--- config.mk ---
export PLATFORM = sky130hd
export DESIGN_NAME = cordic_nco_mc
export DESIGN_NICKNAME = d
export VERILOG_FILES = /design/src/rtl/cordic_nco_mc.sv
export SDC_FILE = /design/constraint.sdc
export NUM_CORES = 2
export LEC_CHECK = 0
export BUFFER_PORTS_ARGS = -buffer_cell sky130_fd_sc_hd__buf_2
export CAP_MARGIN = 10
export CORE_MARGIN = 5
export CORE_UTILIZATION = 61
export CTS_CLUSTER_SIZE = 40
export DETAILED_ROUTE_END_ITERATION = 8
export GPL_TIMING_DRIVEN = 0
export PLACE_DENSITY = 0.75
export SLEW_MARGIN = 20
export SYNTH_ARGS = -nofsm -noshare
export SYNTH_HDL_FRONTEND = slang
export SYNTH_SLANG_ARGS = --single-unit
export TNS_END_PERCENT = 30
--- constraint.sdc ---
create_clock -name clk -period 10.8 [get_ports clk]
set_input_delay 0 -clock clk [delete_from_list [all_inputs] [get_ports clk]]
set_output_delay 0 -clock clk [all_outputs]
set_load 0.03 [all_outputs]
--- src/rtl/cordic_nco_mc.sv ---
// cordic_nco_mc: multi-channel, time-multiplexed NCO feeding a shared,
// fully pipelined CORDIC rotator. Each cycle with en=1 one channel's phase
// is issued. Samples come out as saturated signed cos/sin with a channel tag.
// Optional build macro: CORDIC_NCO_DITHER_EN adds LFSR phase dither ahead of
// the 20-bit angle truncation.
module cordic_nco_mc #(
    parameter int          CH_NUM      = 4,
    parameter int          PHASE_WIDTH = 32,
    parameter int          OUT_WIDTH   = 16,
    parameter int          OUT_REG_EN  = 1,
    parameter logic [15:0] K           = 16'h4DBA,
    localparam int         CW          = (CH_NUM > 1) ? $clog2(CH_NUM) : 1
) (
    input  logic                   clk,
    input  logic                   rst_n,
    input  logic                   en,
    input  logic                   clr,
    input  logic                   cfg_we,
    input  logic                   cfg_sel,
    input  logic [CW-1:0]          cfg_addr,
    input  logic [PHASE_WIDTH-1:0] cfg_data,
    output logic                   out_valid,
    output logic [CW-1:0]          out_ch,
    output logic [OUT_WIDTH-1:0]   cos_o,
    output logic [OUT_WIDTH-1:0]   sin_o
);

    localparam int PW     = PHASE_WIDTH;
    localparam int AW     = 20;             // angle width: 2^20 = one turn
    localparam int ZW     = 21;             // residual-angle width (signed)
    localparam int XW     = OUT_WIDTH + 5;  // x/y width, 4 guard LSBs
    localparam int STAGES = OUT_WIDTH;

    // Gain-compensated start vector, left-aligned to the output width.
    localparam logic signed [XW-1:0] KX = {1'b0, K[15 -: OUT_WIDTH], 4'b0000};

    // atan(2^-k) in units of 2^-20 turn.
    localparam logic [ZW-1:0] ATAN [16] = '{
        21'h20000, 21'h12E40, 21'h09FB4, 21'h05111,
        21'h028B1, 21'h0145D, 21'h00A2F, 21'h00518,
        21'h0028C, 21'h00146, 21'h000A3, 21'h00051,
        21'h00029, 21'h00014, 21'h0000A, 21'h00005
    };

    // ---------------------------------------------------------------- state
    logic [PW-1:0]  acc [CH_NUM];
    logic [PW-1:0]  ftw [CH_NUM];
    logic [AW-1:0]  pow [CH_NUM];
    logic [CW-1:0]  cnt;
    logic           issue;
    logic           cfg_hit;
    logic [AW-1:0]  angle;

    assign issue   = en & ~clr;
    assign cfg_hit = cfg_we && (32'(cfg_addr) < CH_NUM);

    // Phase accumulators and channel counter; clear wins over issue.
    always_ff @(posedge clk or negedge rst_n) begin
        if (!rst_n) begin
            for (int i = 0; i < CH_NUM; i++) acc[i] <= '0;
            cnt <= '0;
        end else if (clr) begin
            for (int i = 0; i < CH_NUM; i++) acc[i] <= '0;
            cnt <= '0;
        end else if (en) begin
            acc[cnt] <= acc[cnt] + ftw[cnt];
            cnt      <= (cnt == CW'(CH_NUM - 1)) ? '0 : cnt + CW'(1);
        end
    end

    // Configuration registers; an issue at the same edge sees the old value.
    always_ff @(posedge clk or negedge rst_n) begin
        if (!rst_n) begin
            for (int i = 0; i < CH_NUM; i++) begin
                ftw[i] <= '0;
                pow[i] <= '0;
            end
        end else if (cfg_hit) begin
            if (cfg_sel) pow[cfg_addr] <= cfg_data[AW-1:0];
            else         ftw[cfg_addr] <= cfg_data;
        end
    end

`ifdef CORDIC_NCO_DITHER_EN
    localparam int DW = ((PW - AW) > 16) ? 16 : (PW - AW);
    logic [15:0] lfsr;

    // x^16+x^14+x^13+x^11+1 Fibonacci LFSR, one step per issued sample.
    always_ff @(posedge clk or negedge rst_n) begin
        if (!rst_n)     lfsr <= 16'hACE1;
        else if (issue) lfsr <= {lfsr[14:0], lfsr[15] ^ lfsr[13] ^ lfsr[12] ^ lfsr[10]};
    end

    assign angle = AW'((acc[cnt] + PW'(lfsr[DW-1:0])) >> (PW - AW)) + pow[cnt];
`else
    assign angle = acc[cnt][PW-1 -: AW] + pow[cnt];
`endif

    // ------------------------------------------------------ quadrant pre-map
    logic signed [XW-1:0] x_init;
    logic        [ZW-1:0] z_init;

    // Fold the angle into +/-90 degrees around a +K or -K start vector.
    always_comb begin
        x_init = KX;
        z_init = {1'b0, angle};
        unique case (angle[19:18])
            2'b00: begin x_init =  KX; z_init = {1'b0, angle};          end
            2'b01: begin x_init = -KX; z_init = {3'b111, angle[17:0]};  end
            2'b10: begin x_init = -KX; z_init = {3'b000, angle[17:0]};  end
            default: begin x_init = KX; z_init = {1'b1, angle};         end
        endcase
    end

    // --------------------------------------------------------- CORDIC pipe
    logic signed [XW-1:0] x_p  [STAGES+1];
    logic signed [XW-1:0] y_p  [STAGES+1];
    logic        [ZW-1:0] z_p  [STAGES+1];
    logic        [CW-1:0] ch_p [STAGES+1];
    logic [STAGES:0]      vld_pipe;

    // Stage 0 latches the pre-mapped vector; stage i rotates by atan(2^-(i-1)).
    // Data only moves with its valid bit, so idle stages hold their contents.
    always_ff @(posedge clk or negedge rst_n) begin
        if (!rst_n) begin
            vld_pipe <= '0;
            for (int i = 0; i <= STAGES; i++) begin
                x_p[i]  <= '0;
                y_p[i]  <= '0;
                z_p[i]  <= '0;
                ch_p[i] <= '0;
            end
        end else begin
            vld_pipe <= {vld_pipe[STAGES-1:0], issue};
            if (issue) begin
                x_p[0]  <= x_init;
                y_p[0]  <= '0;
                z_p[0]  <= z_init;
                ch_p[0] <= cnt;
            end
            for (int i = 1; i <= STAGES; i++) begin
                if (vld_pipe[i-1]) begin
                    ch_p[i] <= ch_p[i-1];
                    if (!z_p[i-1][ZW-1]) begin
                        x_p[i] <= x_p[i-1] - (y_p[i-1] >>> (i - 1));
                        y_p[i] <= y_p[i-1] + (x_p[i-1] >>> (i - 1));
                        z_p[i] <= z_p[i-1] - ATAN[i-1];
                    end else begin
                        x_p[i] <= x_p[i-1] + (y_p[i-1] >>> (i - 1));
                        y_p[i] <= y_p[i-1] - (x_p[i-1] >>> (i - 1));
                        z_p[i] <= z_p[i-1] + ATAN[i-1];
                    end
                end
            end
        end
    end

    // Symmetric saturation of the guard-stripped OUT_WIDTH+1 bit value.
    function automatic logic [OUT_WIDTH-1:0] sat(input logic [OUT_WIDTH:0] t);
        if (t[OUT_WIDTH] != t[OUT_WIDTH-1])
            sat = t[OUT_WIDTH] ? {1'b1, {(OUT_WIDTH-2){1'b0}}, 1'b1}
                               : {1'b0, {(OUT_WIDTH-1){1'b1}}};
        else
            sat = t[OUT_WIDTH-1:0];
    endfunction

    // ------------------------------------------------------------- output
    generate
        if (OUT_REG_EN != 0) begin : g_oreg
            // Registered outputs; data holds while no sample is valid.
            always_ff @(posedge clk or negedge rst_n) begin
                if (!rst_n) begin
                    out_valid <= 1'b0;
                    out_ch    <= '0;
                    cos_o     <= '0;
                    sin_o     <= '0;
                end else begin
                    out_valid <= vld_pipe[STAGES];
                    if (vld_pipe[STAGES]) begin
                        out_ch <= ch_p[STAGES];
                        cos_o  <= sat(x_p[STAGES][XW-1:4]);
                        sin_o  <= sat(y_p[STAGES][XW-1:4]);
                    end
                end
            end
        end else begin : g_ocomb
            assign out_valid = vld_pipe[STAGES];
            assign out_ch    = ch_p[STAGES];
            assign cos_o     = sat(x_p[STAGES][XW-1:4]);
            assign sin_o     = sat(y_p[STAGES][XW-1:4]);
        end
    endgenerate

endmodule

# Word-level counts from Yosys, hierarchy flattened
# Cells that the tools add are included.
totals:
  reg_bits: 1453
  out_inout_bits: 35
op_classes:
  addsub: 94
  n_eq_ne: 5
  n_lt_le_gt_ge: 4
  reduce_logical: 7
  mux: 75
  n_bitwise: 5
ops:
  columns: ["operator", "count"]
  rows:
  - ["21-bit 2-to-1 mux", 47]
  - ["128-bit bitwise mux", 2]
  - ["128-bit 2-to-1 mux", 2]
  - ["32-bit 2-to-1 mux", 6]
  - ["32-bit binary-select mux with 2-bit select", 2]
  - ["32-bit demux with 2-bit select", 2]
  - ["80-bit bitwise mux", 1]
  - ["16-bit 2-to-1 mux", 4]
  - ["21-bit case mux with 3 select lines", 1]
  - ["20-bit 2-to-1 mux", 3]
  - ["21-bit by 10-bit adder with 21-bit output", 2]
  - ["21-bit by 11-bit adder with 21-bit output", 2]
  - ["21-bit by 12-bit adder with 21-bit output", 2]
  - ["21-bit by 13-bit adder with 21-bit output", 2]
  - ["21-bit by 14-bit adder with 21-bit output", 2]
  - ["21-bit by 15-bit adder with 21-bit output", 2]
  - ["21-bit by 16-bit adder with 21-bit output", 2]
  - ["21-bit by 17-bit adder with 21-bit output", 2]
  - ["21-bit by 18-bit adder with 21-bit output", 2]
  - ["21-bit by 19-bit adder with 21-bit output", 2]
  - ["21-bit by 20-bit adder with 21-bit output", 2]
  - ["21-bit by 6-bit adder with 21-bit output", 2]
  - ["21-bit by 7-bit adder with 21-bit output", 2]
  - ["21-bit by 8-bit adder with 21-bit output", 2]
  - ["other kinds (66)", 92]

# Logic depth before layout (Yosys ltp)
depth:
  ltp_word: 8
  mapped_depth: 17

# Least setup slack after synthesis
# No wires, ideal clock.
synth_timing:
  kind: "flip-flop to flip-flop"
  startpoint: "register cnt[0]"
  endpoint: "register z_p[352] (netlist bit)"
  path_stages_with_launch: 15
  synth_period_minus_slack_ns: 4.436
  arrival_time_ns: 4.301
  n_path_buf: 3
  slack_ns: 6.364
  cell_sequence: "dfrtp_1 > clkbuf_1 > buf_1 > buf_1 > mux4_2 > ha_1 > fa_1 > a21o_1 > a311oi_1 > o21ai_0 > a21boi_0 > o21ai_0 > a31oi_1 > xor2_1 > o21ai_0"
synth_via:
  elab_chain_cells: 6
synth_lines:
  columns: ["item", "line_no", "text"]
  rows:
  - ["start, declared", "49", "logic [CW-1:0] cnt;"]
  - ["start signal, assigned", "67", "cnt <= (cnt == CW'(CH_NUM - 1)) ? '0 : cnt + CW'(1);"]
  - ["2-bit NOT with 3-bit output (not written as such) (*)", "96", "assign angle = acc[cnt][PW-1 -: AW] + pow[cnt];"]
  - ["32-bit binary-select mux with 2-bit select or 20-bit binary-select mux with 2-bit select (tied branches)", "96", null]
  - ["32-bit 2-to-1 mux (not written as such) or 20-bit 2-to-1 mux (tied branches) (2 in a row)", "96", null]
  - ["20-bit adder (*)", "96", null]
  - ["21-bit case mux with 3 select lines (*)", "107", "unique case (angle[19:18])"]
  - ["end signal, assigned by index", "147", "z_p[i] <= z_p[i-1] - ATAN[i-1];"]
  - ["end signal, assigned by index", "151", "z_p[i] <= z_p[i-1] + ATAN[i-1];"]
  - ["end, declared", "118", "logic [ZW-1:0] z_p [STAGES+1];"]
# Mark *: on every way between the ends. The rest lies on a longest branch, timed or not. The select of a mux whose other input is x is not followed.
# A chain may end at the register's enable or synchronous reset.

# Final worst setup path
layout_timing:
  startpoint: "register cnt[0]"
  endpoint: "register acc[29] (netlist bit)"
layout_via:
  elab_chain_cells: 8
layout_lines:
  columns: ["item", "line_no", "text"]
  rows:
  - ["2-bit NOT with 3-bit output (not written as such) (*)", "66", "acc[cnt] <= acc[cnt] + ftw[cnt];"]
  - ["32-bit binary-select mux with 2-bit select, or another cell as far along", "66", null]
  - ["32-bit 2-to-1 mux (not written as such) or 1-bit logical AND (tied branches)", "66", null]
  - ["32-bit 2-to-1 mux (not written as such)", "66", null]
  - ["32-bit adder or 32-bit demux with 2-bit select (tied branches)", "66", null]
  - ["128-bit bitwise mux (*)", "66", null]
  - ["128-bit 2-to-1 mux (*)", "65", "end else if (en) begin"]
  - ["128-bit 2-to-1 mux (*)", "62", "end else if (clr) begin"]
  - ["end signal, assigned by index", "66", null]
  - ["end, declared", "46", "logic [PW-1:0] acc [CH_NUM];"]
# Marked as above.

==> flow_metrics.env <==
export IMPL_status="finished, final reports clean"
export IMPL_final_max_slew_viol_count=0
export IMPL_multiInputGateArea_um2=64670
export IMPL_drive_gt1_share_pct=12.35
export IMPL_critPathBufInv=4
export IMPL_ys_types=86
export IMPL_cts_resized=0
export IMPL_fillers=13085
export IMPL_grt_pass1_vias=81552
export IMPL_clock_skew_ns=0.05778
export IMPL_port_buffers=71
export IMPL_period_share_pct=58.01
export IMPL_hold_viol=0
export IMPL_clkTransAtPathRegs_ns=0.07
export IMPL_cts_hold_buf=52
export IMPL_area_growth_pct=9.204
export IMPL_ys_flop_type="dfrtp_1"
export IMPL_synth_nets=11597
export IMPL_grt_pass1_wl_mm=459.2
export IMPL_grt_total_usage_pct=32.67
export IMPL_ys_seq_area_share_pct=33.48
export IMPL_via_per_inst=6.368
export IMPL_core_area_um2=165400
export IMPL_worst_slew_pin_slew_ns=1.134
export IMPL_crit_slowest_cell="buf_1"
export IMPL_die_w_um=418.2
export IMPL_post_cts_buffers=0
export IMPL_cts_tree="built"
export IMPL_cpPeakStageDelay_ns=0.83
export IMPL_first_pass_iters=6
export IMPL_async_flop_share_pct=100.0
export IMPL_cts_root_buffer="clkbuf_16"
export IMPL_cts_made_buffers=150
export IMPL_dpl_cell_count=12802
export IMPL_grt_overflow=0
export IMPL_hold_path_class="in -> reg"
export IMPL_die_area_um2=174900
export IMPL_grt_max_degree=146
export IMPL_clkLatencyLatePin_ns=0.84
export IMPL_initialDrtViolationCount=7752
export IMPL_max_freq_mhz=159.6
export IMPL_die_h_um=418.2
export IMPL_regArea_um2=34030
export IMPL_period_needed_ns=6.265
export IMPL_start_util_pct=61.46
export IMPL_place_hpwl_mm=226.1
export IMPL_max_cap_viol_count=0
export IMPL_required_ns=11.54
export IMPL_cp_start_kind="register"
export IMPL_crit_family="buffers and inverters"
export IMPL_synth_seq_cells=1360
export IMPL_rsz0062_at_grt="no"
export IMPL_ioPinCount=75
export IMPL_drc_errors=0
export IMPL_finalSetupViolCount=0
export IMPL_crit_arrival_ns=7.00
export IMPL_cp_cell_sequence="clkbuf_1 > buf_1 > buf_1 > mux4_2 > ha_1 > clkbuf_1 > nand3_1 > a2111oi_2 > o21ai_0 > o21ai_0 > o2111ai_1 > mux2_2 > o21ai_0"
export IMPL_endpoint_kind="register"
export IMPL_postSynthCellCount=10528
export IMPL_wl_per_cell_um=22.20
export IMPL_instances_no_fill=13134
export IMPL_synth_area_per_cell_um2=9.654
export IMPL_routed_wirelength_mm=291.6
export IMPL_ant_nets=0
export IMPL_gp_congestion=0.9643
export IMPL_yosysWarnings=0
export IMPL_relSlewSlack_pct=22.48
export IMPL_tns_ns=0
export IMPL_placementRows=149
export IMPL_syn_area_um2=101600
export IMPL_layout_nets=11888
export IMPL_htree_levels=4
export IMPL_setup_worst_path_class="reg -> reg"
export IMPL_via_count=83640
export IMPL_clk_path_buf_depth=3
export IMPL_synth_edff_count=0
export IMPL_clock_sinks=1360
export IMPL_worst_path_max_fanout=10
export IMPL_path_common_cell="o21ai_0"
export IMPL_antenna_found_initial=10
## synthesized netlist by cell type (all sizes together), types with 40 or more instances
library cell / number / area share, %
o21ai: 537 / 2.6
xnor2: 691 / 6.0
o31ai: 71 / 0.52
dfrtp: 1360 / 33
nand3: 153 / 0.75
a21o: 450 / 3.3
mux4: 84 / 1.9
nor2: 743 / 2.7
nor4: 51 / 0.35
nand4: 92 / 0.57
xor2: 346 / 3.0
nor2b: 84 / 0.52
clkbuf: 324 / 1.2
mux2: 854 / 9.5
nand2b: 88 / 0.54
o211ai: 49 / 0.36
a31oi: 115 / 0.71
o21bai: 115 / 0.85
nor3: 220 / 1.1
buf: 52 / 0.19
ha: 989 / 12
nand2: 587 / 2.2
mux2i: 83 / 0.82
a21oi: 977 / 4.8
a211oi: 94 / 0.69
a22o: 96 / 0.83
inv: 405 / 1.5
and2: 48 / 0.30
and3: 68 / 0.42
o21a: 112 / 0.83
fa: 40 / 0.79
## cells by family after synthesis
kind of cell,Yosys count,synth area share (%)
xor+xnor,1038,8.966
mux,1021,12.14
flops,1360,33.48
compound gates,2984,18.79
simple gates,2308,10.74
buf+inv,788,2.911
fa+ha+maj,1029,12.96
## registers in the layout, summed over array words and instances, names as in the netlist
name / cells
ch_p: 34
z_p: 311
pow: 80
vld_pipe: 17
out_valid: 1
cos_o: 16
ftw: 128
y_p: 314
acc: 128
sin_o: 16
cnt: 2
out_ch: 2
x_p: 311
## worst min-delay path: cells and delay by family
kind / cells / cell delay [ns]
buffers and inverters: 2 / 0.67
muxes: 1 / 0.15
## final cells by class
cell class                      instances  area share [%]
Multi-Input combinational cell       8380           58.26
Sequential cell                      1360           30.66
Clock buffer                          208           3.876
Tap cell                             2189           2.468
Inverter                              412           1.393
Buffer                                376           1.276
Timing Repair Buffer                  139           1.124
Clock inverter                         68          0.9334
Antenna cell                            2        0.004509
## path summary, 6_finish.rpt
path,slack (ns),cells past startpoint,from,end
worst max-delay path,4.53,13,cnt[0],acc[29]
max in group asynchronous,7.45,8,rst_n,ftw[16]
worst min-delay path,0.04,3,cfg_data[20],ftw[84]
worst max register to register,4.53,13,cnt[0],acc[29]
min in group asynchronous,0.40,4,rst_n,y_p[165]
worst min register to register,0.36,0,vld_pipe[13],vld_pipe[14]
## stage by stage
step | cell area (µm²) | hold slack (ns) | utilization (%) | setup slack [ns]
6_report | 111000 | 0.04226 | 67.12 | 4.535
4_1_cts | 111000 | 0.006893 | 67.10 | 4.572
3_3_place_gp | 104700 | 0.2431 | 63.33 | -19.44
5_1_grt | 111000 | 0.03177 | 67.12 | 4.201
3_5_place_dp | 105100 | 0.004975 | 63.55 | 4.629
2_1_floorplan | 101600 | -0.2956 | - | 6.364
## per-layer routing
metal	track usage (%)	vias to the layer above	routed length (µm)	part of all wire, %
li1	-	39128	-	-
met1	48.01	41311	134100	46
met2	50.77	2756	129600	44
met3	5.439	437	21140	7.2
met4	7.779	8	6710	2.3
met5	0	-	57	0.020
## placed cells by master (no fill, tap or decap), drive strengths merged, types with 36 or more instances in the layout
cell	n
or3	36
clkbuf	534
nor4	51
nor3	220
ha	989
inv	410
nand4	92
dlygate4sd3	51
xor2	346
o21bai	115
o31ai	71
a41oi	36
clkinv	45
nand2	587
buf	138
a31oi	115
nor2	743
and2	48
o211ai	49
a211oi	94
mux2i	83
and3	68
xnor2	691
o21ai	537
mux4	84
mux2	854
a21oi	977
fa	40
nor2b	84
nand2b	88
a21o	450
nand3	153
a22o	96
o21a	112
dfrtp	1360
Power is left out: the tool's default activity adds up to more than one toggle a clock period on the data nets, which glitch-free logic cannot reach.
